<file path="config.mk">
export PLATFORM = sky130hd
export DESIGN_NAME = pe_cmd_sequencer
export DESIGN_NICKNAME = d
export VERILOG_FILES = /design/src/rtl/pe_cmd_sequencer.sv
export SDC_FILE = /design/constraint.sdc
export NUM_CORES = 1
export LEC_CHECK = 0
export ABC_AREA = 1
export BUFFER_PORTS_ARGS = -buffer_cell sky130_fd_sc_hd__buf_2
export CAP_MARGIN = 20
export CORE_MARGIN = 2
export CORE_UTILIZATION = 48
export DETAILED_ROUTE_END_ITERATION = 7
export GPL_TIMING_DRIVEN = 0
export PLACE_DENSITY = 0.78
export SYNTH_ARGS = -nofsm -noshare
export SYNTH_HDL_FRONTEND = slang
export SYNTH_SLANG_ARGS = --single-unit
export TNS_END_PERCENT = 50
</file>
<file path="constraint.sdc">
create_clock -name i_clk -period 2.1 [get_ports i_clk]
set_input_delay 0.42 -clock i_clk [delete_from_list [all_inputs] [get_ports i_clk]]
set_output_delay 0.42 -clock i_clk [all_outputs]
set_load 0.02 [all_outputs]
</file>
<file path="src/rtl/pe_cmd_sequencer.sv">
// Issues the SET / LOAD_IFMAP / LOAD_WGHT / CONV / ACC command stream to a PE
// for one layer, pacing each opcode on the PE's ready handshake.
module pe_cmd_sequencer #(
  parameter int PASS_WIDTH = 8
) (
  input  logic                  i_clk,
  input  logic                  i_rst_n,
  input  logic                  i_start,
  input  logic [4:0]            i_layer_p,
  input  logic [2:0]            i_layer_q,
  input  logic [3:0]            i_layer_s,
  input  logic [PASS_WIDTH-1:0] i_num_pass,
  input  logic                  i_acc_en,
  input  logic                  i_reload_wght,
  input  logic                  i_abort,
  output logic [2:0]            o_opcode,
  output logic                  o_opcode_valid,
  input  logic                  i_opcode_ready,
  output logic [4:0]            o_layer_p,
  output logic [2:0]            o_layer_q,
  output logic [3:0]            o_layer_s,
  output logic                  o_busy,
  output logic                  o_done,
  output logic                  o_aborted,
  output logic [PASS_WIDTH-1:0] o_pass_cnt
);
  typedef enum logic [2:0] {S_IDLE, S_ISSUE, S_GAP, S_WAIT, S_DONE} state_e;

  localparam logic [2:0] OP_SET  = 3'b000;
  localparam logic [2:0] OP_LI   = 3'b001;
  localparam logic [2:0] OP_LW   = 3'b010;
  localparam logic [2:0] OP_CONV = 3'b011;
  localparam logic [2:0] OP_ACC  = 3'b100;

  state_e                state_q, state_d;
  logic [2:0]            op_q, op_d;
  logic                  vld_q, vld_d;
  logic [4:0]            p_q, p_d;
  logic [2:0]            q_q, q_d;
  logic [3:0]            s_q, s_d;
  logic [PASS_WIDTH-1:0] num_q, num_d;
  logic                  acc_q, acc_d;
  logic                  rl_q, rl_d;
  logic                  busy_q, busy_d;
  logic                  done_q, done_d;
  logic                  abt_q, abt_d;
  logic [PASS_WIDTH-1:0] pc_q, pc_d;
  logic                  abort_pend_q, abort_pend_d;

  logic [PASS_WIDTH:0]   pass_nxt;
  logic                  last_pass;
  logic                  end_pass;
  logic [2:0]            nxt_op;

  // Extra bit keeps pc+1 from wrapping when pc sits at its maximum.
  assign pass_nxt  = {1'b0, pc_q} + {{PASS_WIDTH{1'b0}}, 1'b1};
  assign last_pass = (num_q == '0) || (pass_nxt >= {1'b0, num_q});

  always_comb begin
    state_d      = state_q;
    op_d         = op_q;
    vld_d        = vld_q;
    p_d          = p_q;
    q_d          = q_q;
    s_d          = s_q;
    num_d        = num_q;
    acc_d        = acc_q;
    rl_d         = rl_q;
    busy_d       = busy_q;
    done_d       = 1'b0;
    abt_d        = 1'b0;
    pc_d         = pc_q;
    abort_pend_d = abort_pend_q;
    end_pass     = 1'b0;
    nxt_op       = op_q;
    case (state_q)
      S_IDLE: if (i_start) begin
        p_d          = i_layer_p;
        q_d          = i_layer_q;
        s_d          = i_layer_s;
        num_d        = i_num_pass;
        acc_d        = i_acc_en;
        rl_d         = i_reload_wght;
        pc_d         = '0;
        op_d         = OP_SET;
        vld_d        = 1'b1;
        busy_d       = 1'b1;
        abort_pend_d = 1'b0;
        state_d      = S_ISSUE;
      end
      S_ISSUE: begin
        // A handshake in the same cycle as abort still completes; the abort is
        // then honoured once the PE finishes that opcode.
        if (i_opcode_ready) begin
          vld_d        = 1'b0;
          abort_pend_d = i_abort;
          state_d      = S_GAP;
        end else if (i_abort) begin
          vld_d   = 1'b0;
          done_d  = 1'b1;
          abt_d   = 1'b1;
          state_d = S_DONE;
        end
      end
      S_GAP: begin
        abort_pend_d = abort_pend_q | i_abort;
        state_d      = S_WAIT;
      end
      S_WAIT: begin
        abort_pend_d = abort_pend_q | i_abort;
        if (i_opcode_ready) begin
          case (op_q)
            OP_SET:  nxt_op = OP_LI;
            OP_LI:   nxt_op = ((pc_q == '0) || rl_q) ? OP_LW : OP_CONV;
            OP_LW:   nxt_op = OP_CONV;
            OP_CONV: if (acc_q) nxt_op = OP_ACC; else end_pass = 1'b1;
            default: end_pass = 1'b1;
          endcase
          if (abort_pend_q || i_abort) begin
            done_d  = 1'b1;
            abt_d   = 1'b1;
            state_d = S_DONE;
          end else if (end_pass && last_pass) begin
            done_d  = 1'b1;
            state_d = S_DONE;
          end else begin
            vld_d   = 1'b1;
            state_d = S_ISSUE;
            if (end_pass) begin
              pc_d = pc_q + 1'b1;
              op_d = OP_LI;
            end else begin
              op_d = nxt_op;
            end
          end
        end
      end
      S_DONE: begin
        busy_d  = 1'b0;
        vld_d   = 1'b0;
        state_d = S_IDLE;
      end
      default: state_d = S_IDLE;
    endcase
  end

  always_ff @(posedge i_clk or negedge i_rst_n) begin
    if (!i_rst_n) begin
      state_q      <= S_IDLE;
      op_q         <= OP_SET;
      vld_q        <= 1'b0;
      p_q          <= '0;
      q_q          <= '0;
      s_q          <= '0;
      num_q        <= '0;
      acc_q        <= 1'b0;
      rl_q         <= 1'b0;
      busy_q       <= 1'b0;
      done_q       <= 1'b0;
      abt_q        <= 1'b0;
      pc_q         <= '0;
      abort_pend_q <= 1'b0;
    end else begin
      state_q      <= state_d;
      op_q         <= op_d;
      vld_q        <= vld_d;
      p_q          <= p_d;
      q_q          <= q_d;
      s_q          <= s_d;
      num_q        <= num_d;
      acc_q        <= acc_d;
      rl_q         <= rl_d;
      busy_q       <= busy_d;
      done_q       <= done_d;
      abt_q        <= abt_d;
      pc_q         <= pc_d;
      abort_pend_q <= abort_pend_d;
    end
  end

  assign o_opcode       = op_q;
  assign o_opcode_valid = vld_q;
  assign o_layer_p      = p_q;
  assign o_layer_q      = q_q;
  assign o_layer_s      = s_q;
  assign o_busy         = busy_q;
  assign o_done         = done_q;
  assign o_aborted      = abt_q;
  assign o_pass_cnt     = pc_q;
endmodule
</file>
# Word-level counts from Yosys, hierarchy flattened
# Index checks and enable logic that the tools add are counted.
# totals
input_bits	27
ff_bits	41
# classes
n_eq_ne	16
n_reduce_logical	21
bitwise_logic	1
order_cmp	1
muxes	46
addsub	2
# ops
cell	count
8-bit 2-to-1 mux	5
3-bit 2-to-1 mux	12
3-bit one-hot mux with 4 select lines	2
1-bit 2-to-1 mux	19
8-bit logical NOT	2
8-bit one-hot mux with 2 select lines	1
3-bit by 2-bit == test with 1-bit output, second input constant	4
2-bit inequality test, second input constant	6
6-bit AND reduction	2
8-bit by 1-bit adder with 9-bit output, second input constant	1
9-bit by 8-bit greater-or-equal comparator with 1-bit output	1
8-bit by 1-bit adder with 8-bit output, second input constant	1
1-bit one-hot mux with 2 select lines	4
7-bit AND reduction	1
3-bit by 1-bit == test with 1-bit output, second input constant	2
3-bit logical NOT	2
6-bit by 2-bit inequality test with 1-bit output, second input constant	1
3-bit one-hot mux with 2 select lines	1
3-bit AND reduction	2
4-bit inequality test, second input constant	1
1-bit one-hot mux with 4 select lines	1
2-bit AND reduction	2
2-bit nonzero test	2
4-bit nonzero test	1
9 further kinds	11

# Depth between registers and ports, before layout
# Gate-level depths: netlist of the first run.
# logic_depth
depth_word	10
depth_mapped	18
ltp_nobuf	18

# Worst setup path after synthesis of the first run
# OpenSTA, ideal clock, no wires.
# synth_timing
kind	flip-flop to flip-flop
start	register pc_q[0] (netlist: o_pass_cnt[0])
end	register pc_q[5] (netlist: o_pass_cnt[5])
path_stages_with_launch	19
setup_slack_ps	-279
n_path_buf	1
arrival_ps	2261
period_less_slack_ps	2379
path_cell_list	dfrtp_1 -> ha_1 -> nand2_1 -> nor2_2 -> xor2_1 -> ha_1 -> nand2_1 -> inv_1 -> nand2_1 -> nand3_1 -> nand2_1 -> nand2_1 -> nand2_1 -> nand2_4 -> nand2_4 -> nand3_4 -> buf_6 -> nand2_2 -> o21ai_2
# synth_between
elab_chain_cells	6
elab_cells_between_ends	12
# synth_rtl
element	line_no	rtl
from (decl)	47	logic [PASS_WIDTH-1:0] pc_q, pc_d;
from (signal assigned)	176	pc_q <= pc_d;
8-bit by 1-bit adder with 9-bit output or 8-bit by 1-bit adder with 8-bit output (tied branches)	56, 130	
9-bit by 8-bit greater-or-equal comparator with 1-bit output or 8-bit 2-to-1 mux (tied branches)	57, 129	
1-bit logical OR or 8-bit 2-to-1 mux (tied branches)	57, 123	
1-bit logical AND or 8-bit 2-to-1 mux (tied branches)	123, 119	
2-bit inequality test (no line) or 8-bit 2-to-1 mux (tied branches)	-	
6-bit AND reduction (no line) or 8-bit one-hot mux with 2 select lines (tied branches)	-	
# Several ways; a longest one is shown, not always the timed one. The select of a mux whose other input is x is not followed.
# A chain may end at the register's enable or synchronous reset.

# Final worst setup path of the first run
# layout_timing
start	register pc_q[0] (netlist: o_pass_cnt[0])
end	register pc_q[0] (netlist: o_pass_cnt[0])
# The elaborated chain is that of the path after synthesis.

==> key figures, run 1 <==
Layout
  – Layout cells sized above 1: 48.61%
  – Antenna Cells: 0
  – Finished Layout Cells: 375
  – Layout Nets: 359
  – # fillers: 349
  – Fin util: 68.10%
  – Design Area, Final: 3027 sq um
  – Area grow syn2layout: 33.72%

Placement
  – Port Buffer Count: 53
  – Placed inst area: 2623 sq um
  – Post-placement cell count: 354
  – RePlAce Congestion: 0.8988
  – Pre-CTS setup slack: -0.3883 ns
  – HPWL Detailed: 3528 um

Timing
  – # setup viols final: 15
  – Final clock skew: 0.005400 ns
  – Rel. slew slack: 39.82%
  – Worst Max-Slew Pin Slew: 0.9028 ns
  – RSZ-0062 raised after global routing: true
  – Achievable Freq: 0.4153 GHz
  – Post-layout minimum cycle time: 2.408 ns
  – Final WS setup: -0.3077 ns
  – Max-slew violation count: 0
  – Crit share post-route: 114.7%
  – Fin. Hold Viols: 0

Drt
  – Drt drc: 0
  – Routed wl met3: 277 um
  – Wl on met1: 2303 um
  – WL per Instance: 13.85 um
  – Drt total wl: 5194 um
  – Vias: 1934
  – Met2 Wirelength: 2547 um
  – 1st-iter DRT viols: 147
  – Detail Route Antenna Nets: 0
  – DR top layer: met4
  – Detailed-router iteration count before antenna repair: 4
  – Via-per-instance ratio: 5.157

Worst hold path
  – Hold WC Path Type: primary input to asynchronous set/reset pin

Power
  – Leak pwr: 1.602 nW
  – PD cells: 1320 nW/um^2
  – Worst IR drop on VDD: 784.8 uV
  – Final Power: 3.995 mW

Global routing
  – Gr usage total: 20.73%
  – First-pass GRT wire length: 8590 um
  – Largest net degree at the start of global routing: 42
  – Initial antenna violation count: 0
  – GR Overflow Total: 0
  – Vias in the first global route: 1962

Synthesis
  – Commonest cells post-synth: 52 x nand2_1, 41 x dfrtp_1, 26 x inv_1
  – Yosys warns: 0
  – Syn Inst Count: 249
  – Most frequent cell after synthesis: nand2_1
  – Number of synthesized flops with an enable pin: 0
  – Post-synthesis register bit count: 41
  – Synthesized area: 2263 sq um
  – Top cell type's share of synthesized area: 45.33%
  – Sequential share of the synthesized area: 45.33%
  – Syn nets: 286
  – Post-synthesis average cell area: 9.090 sq um
  – Area leader, netlist: dfrtp_1
  – Top FF cell, synth: dfrtp_1
  – Distinct cells, synth: 32
  – Synth area leaders: dfrtp_1 45%, nand2_1 8.6%, mux2_2 7.5%, ha_1 5.5%, inv_1 4.3%
  – Fraction of registers with async set/reset: 100.0%

CTS
  – Bufs on Longest Clock Path: 2
  – Clk root buf: clkbuf_8
  – Clk slew on worst S/H paths: 0.09 ns
  – Clk_lat worst skew: 0.30 ns
  – CTS tree: built
  – CTS buffer count: 5
  – Post-CTS Hold Buffers: 0
  – Clock sinks: 41
  – CTS H-Tree Depth: 2

Die
  – Die Wd: 72.67 um
  – Starting density of the core: 50.93%
  – Die Y: 72.67 um
  – FP Rows: 24
  – IO Count: 54
  – Core outline area: 4444 sq um
  – Die ar.: 5281 sq um

Flow run
  – Max-Cap Viols: 0

Run status
  – Failing checks: setup timing
  – Status: finished, violations left

Worst setup path
  – Critical path startpoint category: register
  – Required time of the critical path: 2.30 ns
  – CP endpoint kind: register
  – R2r worst-path depth: 18
  – Worst EP arrival: 2.60 ns
  – Critical path class: register to register
  – CP Max Fanout: 5
[what timing repair did]
item                                    4_1_cts  5_1_grt
setup buffers                                 9        3
gates cloned                                  1        0
pin swaps                                    11       14
endpoints found under the setup margin       15       15
resized for setup                            14       22
[flip-flops by register name, summed over array words and instances (netlist names), 3 cells and up]
register and flops:
num_q 8, o_layer_p 5, o_layer_q 3, o_layer_s 4
o_opcode 3, o_pass_cnt 8, state_q 3
[report_power, final]
group / internal, mW / switching [mW] / leakage (nW)
registers: 1.10 / 0.172 / 0.498
logic: 0.866 / 1.21 / 1.05
clock network: 0.356 / 0.290 / 0.0543
total: 2.32 / 1.68 / 1.60
[final timing paths]
path / endpoint / slack (ns) / start
setup / recovery: o_pass_cnt[0] / -0.31 / o_pass_cnt[0]
hold / removal: o_layer_s[3] / 0.24 / i_rst_n
setup reg to reg: o_pass_cnt[0] / -0.31 / o_pass_cnt[0]
hold reg to reg: o_opcode_valid / 0.48 / o_opcode_valid
max in group asynchronous: o_pass_cnt[2] / 1.23 / i_rst_n
min in group i_clk: o_layer_s[3] / 0.35 / i_layer_s[3]
[critical path, stage by stage (launching register included)]
cell     delay (ns)
dfrtp_2        0.43
ha_4           0.16
nand2_4        0.05
nor2_4         0.20
xor2_4         0.22
ha_4           0.25
nand2_4        0.06
inv_1          0.04
nand2_1        0.05
nand3_1        0.08
nand2_1        0.07
nand2_1        0.06
nand2_2        0.08
nand2_4        0.06
nand2_4        0.09
nand3_4        0.12
buf_6          0.18
nand2_2        0.06
o21ai_2        0.05
[layer usage]
| metal | up-vias | GRT usage [%] |
|---|---|---|
| met2 | 63 | 35.56 |
| li1 | 942 | - |
| met1 | 921 | 25.78 |
| met4 | 0 | 5.967 |
| met5 | - | 0 |
| met3 | 8 | 5.387 |
[cells by family (layout without fill, tap and decap cells)]
logic type / Yosys count / in the layout / share of synthesized area, %
XOR/XNOR: 4 / 4 / 1.548
AND/OR/NAND/NOR: 111 / 111 / 24.49
multiplexers: 15 / 15 / 7.463
AO/OA/AOI/OAI: 31 / 31 / 8.790
adder cells (fa/ha/maj): 10 / 10 / 5.528
flip-flops: 41 / 41 / 45.33
buffers and inverters: 37 / 111 / 6.855
[area by class of cell]
type	instances	area [sq um]	area share, %
Multi-Input combinational cell	171	1266	41.84
Sequential cell	41	1031	34.06
Timing Repair Buffer	66	390.4	12.90
Inverter	32	122.6	4.051
Clock buffer	5	68.82	2.274
Tap cell	52	65.06	2.150
Clock inverter	3	46.29	1.530
Buffer	5	36.28	1.199
[placed cells by master (no fill, tap or decap), types with 9 or more instances in the layout]
master and n:
o21ai_2 9, nor2_1 23, nand2_4 9, inv_1 25
nand2_1 40, mux2_2 15, buf_2 55, buf_4 11
nand2_2 12, a21oi_1 12, nand3_1 11, dfrtp_1 37
[stage by stage]
stage | hold slack, ns | TNS (ns)
4_1_cts | 0.2794 | -2.628
2_1_floorplan | 0.1244 | -1.270
3_5_place_dp | 0.4642 | -3.952
3_3_place_gp | 0.4557 | -3.003
6_report | 0.2442 | -3.664
5_1_grt | 0.3239 | -5.650
Note: power is estimated with default switching activity, not from simulation.
==> inputs of run 2 (changes only) <==
CORE_UTILIZATION = 50   (was 48)
CTS_BUF_LIST = sky130_fd_sc_hd__clkbuf_4   (was default)
PLACE_DENSITY = 0.8   (was 0.78)
==> key figures, run 2 (synthesis results as in run 1) <==
Run status
  – Status: finished, violations left
  – Failing checks: setup timing

Worst setup path
  – CP Max Fanout: 5 (unchanged)
  – Worst EP arrival: 2.61 ns (about the same)
  – R2r worst-path depth: 18 (unchanged)
  – Critical path class: register to register
  – Required time of the critical path: 2.35 ns (+0.05 ns)
  – CP endpoint kind: register
  – Critical path startpoint category: register

Layout
  – Layout Nets: 356 (-0.84%)
  – # fillers: 332 (-4.9%)
  – Commonest non-fill, non-tap cell in the layout: buf_2
  – Multi-input gate area: 1177 sq um (-7.0%)
  – Antenna Cells: 0 (unchanged)
  – Seq. cell area: 1030 sq um (-0.12%)
  – Area grow syn2layout: 26.87%
  – Finished Layout Cells: 371 (-1.1%)
  – Commonest cells after routing, fill and taps aside: 55 x buf_2, 44 x nand2_1, 38 x dfrtp_1
  – Layout cells sized above 1: 44.83% (-3.8 points)

Die
  – IO Count: 54 (unchanged)
  – Die Y: 71.28 um (-1.9%)
  – Die ar.: 5081 sq um (-3.8%)
  – FP Rows: 24 (unchanged)
  – Die Wd: 71.28 um (-1.9%)
  – Core outline area: 4354 sq um (-2.0%)
  – Starting density of the core: 51.98% (+1.1 points)

CTS
  – Clk slew on worst S/H paths: 0.12 ns (+0.03 ns)
  – CTS buffer count: 5 (unchanged)
  – CTS tree: built
  – Clock sinks: 41 (unchanged)
  – Clk root buf: clkbuf_4
  – CTS H-Tree Depth: 2 (unchanged)
  – Clk_lat worst skew: 0.34 ns (+0.04 ns)
  – Bufs on Longest Clock Path: 2 (unchanged)
  – Post-CTS Hold Buffers: 0 (unchanged)

Timing
  – Rel. slew slack: 40.40% (+0.58 points)
  – Fin. Hold Viols: 0 (unchanged)
  – Max-slew violation count: 0 (unchanged)
  – Worst Max-Slew Pin Slew: 0.8941 ns (-0.008701 ns)
  – Min Hold Slack: 0.1905 ns (-0.05366 ns)
  – Setup tns final: -3.245 ns (+0.4189 ns)
  – # setup viols final: 15 (unchanged)
  – Post-layout minimum cycle time: 2.368 ns (-0.03964 ns)
  – Achievable Freq: 0.4223 GHz (+1.7%)
  – Crit share post-route: 112.8% (-1.9 points)
  – RSZ-0062 raised after global routing: true
  – Final clock skew: 0.005985 ns (+0.0005845 ns)
  – Final WS setup: -0.2680 ns (+0.03964 ns)

Drt
  – Drt total wl: 4499 um (-13%)
  – 1st-iter DRT viols: 146 (-0.68%)
  – Detailed-router iteration count before antenna repair: 5 (+1)
  – Via-per-instance ratio: 4.997 (-3.1%)
  – Detail Route Antenna Nets: 0 (unchanged)
  – Vias: 1854 (-4.1%)
  – WL per Instance: 12.13 um (-12%)
  – Drt drc: 0 (unchanged)

Global routing
  – Largest net degree at the start of global routing: 42 (unchanged)
  – GR Overflow Total: 0 (unchanged)
  – First-pass GRT wire length: 7734 um (-10%)
  – Initial antenna violation count: 0 (unchanged)
  – Vias in the first global route: 1759 (-10%)
  – Gr usage total: 18.91% (-1.8 points)

Power
  – Worst IR drop on VDD: 771.4 uV (-1.7%)
  – Reg power frac: 34.0% (+2.3 points)
  – Clock Power Share: 13.2% (-3.0 points)
  – Final Power: 3.720 mW (-6.9%)
  – Leak pwr: 1.562 nW (-2.5%)
  – Combinational Power Share: 52.8% (+0.7 points)
  – Internal Power: 2.159 mW (-6.9%)
  – PD cells: 1295 nW/um^2 (-1.9%)
  – Switch share: 41.96% (about the same)
  – Net switching power figure: 1.561 mW (-6.9%)

Placement
  – HPWL Detailed: 3265 um (-7.4%)
  – Pre-CTS setup slack: -0.3146 ns (+0.07376 ns)
  – Post-placement cell count: 354 (unchanged)
  – Port Buffer Count: 53 (unchanged)
  – RePlAce Congestion: 0.8963 (-0.28%)

Flow run
  – Max-Cap Viols: 0 (unchanged)

Worst hold path
  – Hold WC Path Type: primary input to asynchronous set/reset pin
run 2: cell types whose count changed in the layout (fill, tap and decap cells not counted), sizes merged:
cell | previous run | this run
clkinvlp | 1 | 0
buf | 70 | 67
run 2: final cells by class:
cell class	count	share of cell area, %
clock inverters	2	1.220
multi-input cells	171	41.00
plain buffers	5	1.264
flip-flops and latches	41	35.86
repair buffers	63	12.81
clock buffers	5	1.307
inverters	32	4.270
well taps	52	2.266
run 2: power groups by stage:
stage / sequential (mW) / clock [mW] / combinational (mW)
4_1_cts: 1.27 / 0.503 / 1.96
3_3_place_gp: 1.27 / 0 / 1.70
2_1_floorplan: 1.48 / 0 / 1.10
5_1_grt: 1.31 / 0.527 / 2.17
3_5_place_dp: 1.29 / 0 / 1.73
6_report: 1.27 / 0.489 / 1.96
run 2: worst max-delay path: stages, from the launching register on:
cell	delay [ns]
dfrtp_2	0.43
ha_4	0.16
nand2_4	0.05
nor2_4	0.12
xor2_2	0.21
ha_1	0.29
nand2_1	0.09
inv_1	0.04
nand2_1	0.07
nand3_2	0.08
nand2_1	0.06
nand2_1	0.05
nand2_2	0.07
nand2_4	0.06
nand2_4	0.08
nand3_4	0.13
buf_8	0.18
nand2_2	0.05
o21ai_2	0.05
run 2: what timing repair did:
| action | in CTS | in global routing |
|---|---|---|
| cloned | 1 | 0 |
| endpoints found under the setup margin | 15 | 15 |
| gates resized for setup | 14 | 6 |
| buffers inserted | 7 | 2 |
| pin swaps | 12 | 2 |
run 2: worst paths after layout:
path                           startpoint              to  slack (ns)
min reg2reg                o_opcode_valid  o_opcode_valid        0.48
max                         o_pass_cnt[1]   o_pass_cnt[5]       -0.27
min                               i_rst_n   o_pass_cnt[4]        0.19
max reg2reg                 o_pass_cnt[1]   o_pass_cnt[5]       -0.27
min in group i_clk           i_layer_p[3]    o_layer_p[3]        0.30
max in group asynchronous         i_rst_n   o_pass_cnt[2]        1.31
run 2: through the flow:
stage | instance area, sq um | utilization [%]
4_1_cts | 2833 | 65.06
3_3_place_gp | 2623 | 60.23
5_1_grt | 2872 | 65.95
6_report | 2872 | 65.95
2_1_floorplan | 2292 | -
3_5_place_dp | 2623 | 60.23
run 2: metal layers:
layer / track usage [%] / wire, um / vias up
met1: 25.72 / 2060 / 852
met3: 4.219 / 273 / 5
met5: 0 / 0 / -
met2: 30.25 / 2119 / 57
met4: 6.289 / 46 / 0
li1: - / - / 940
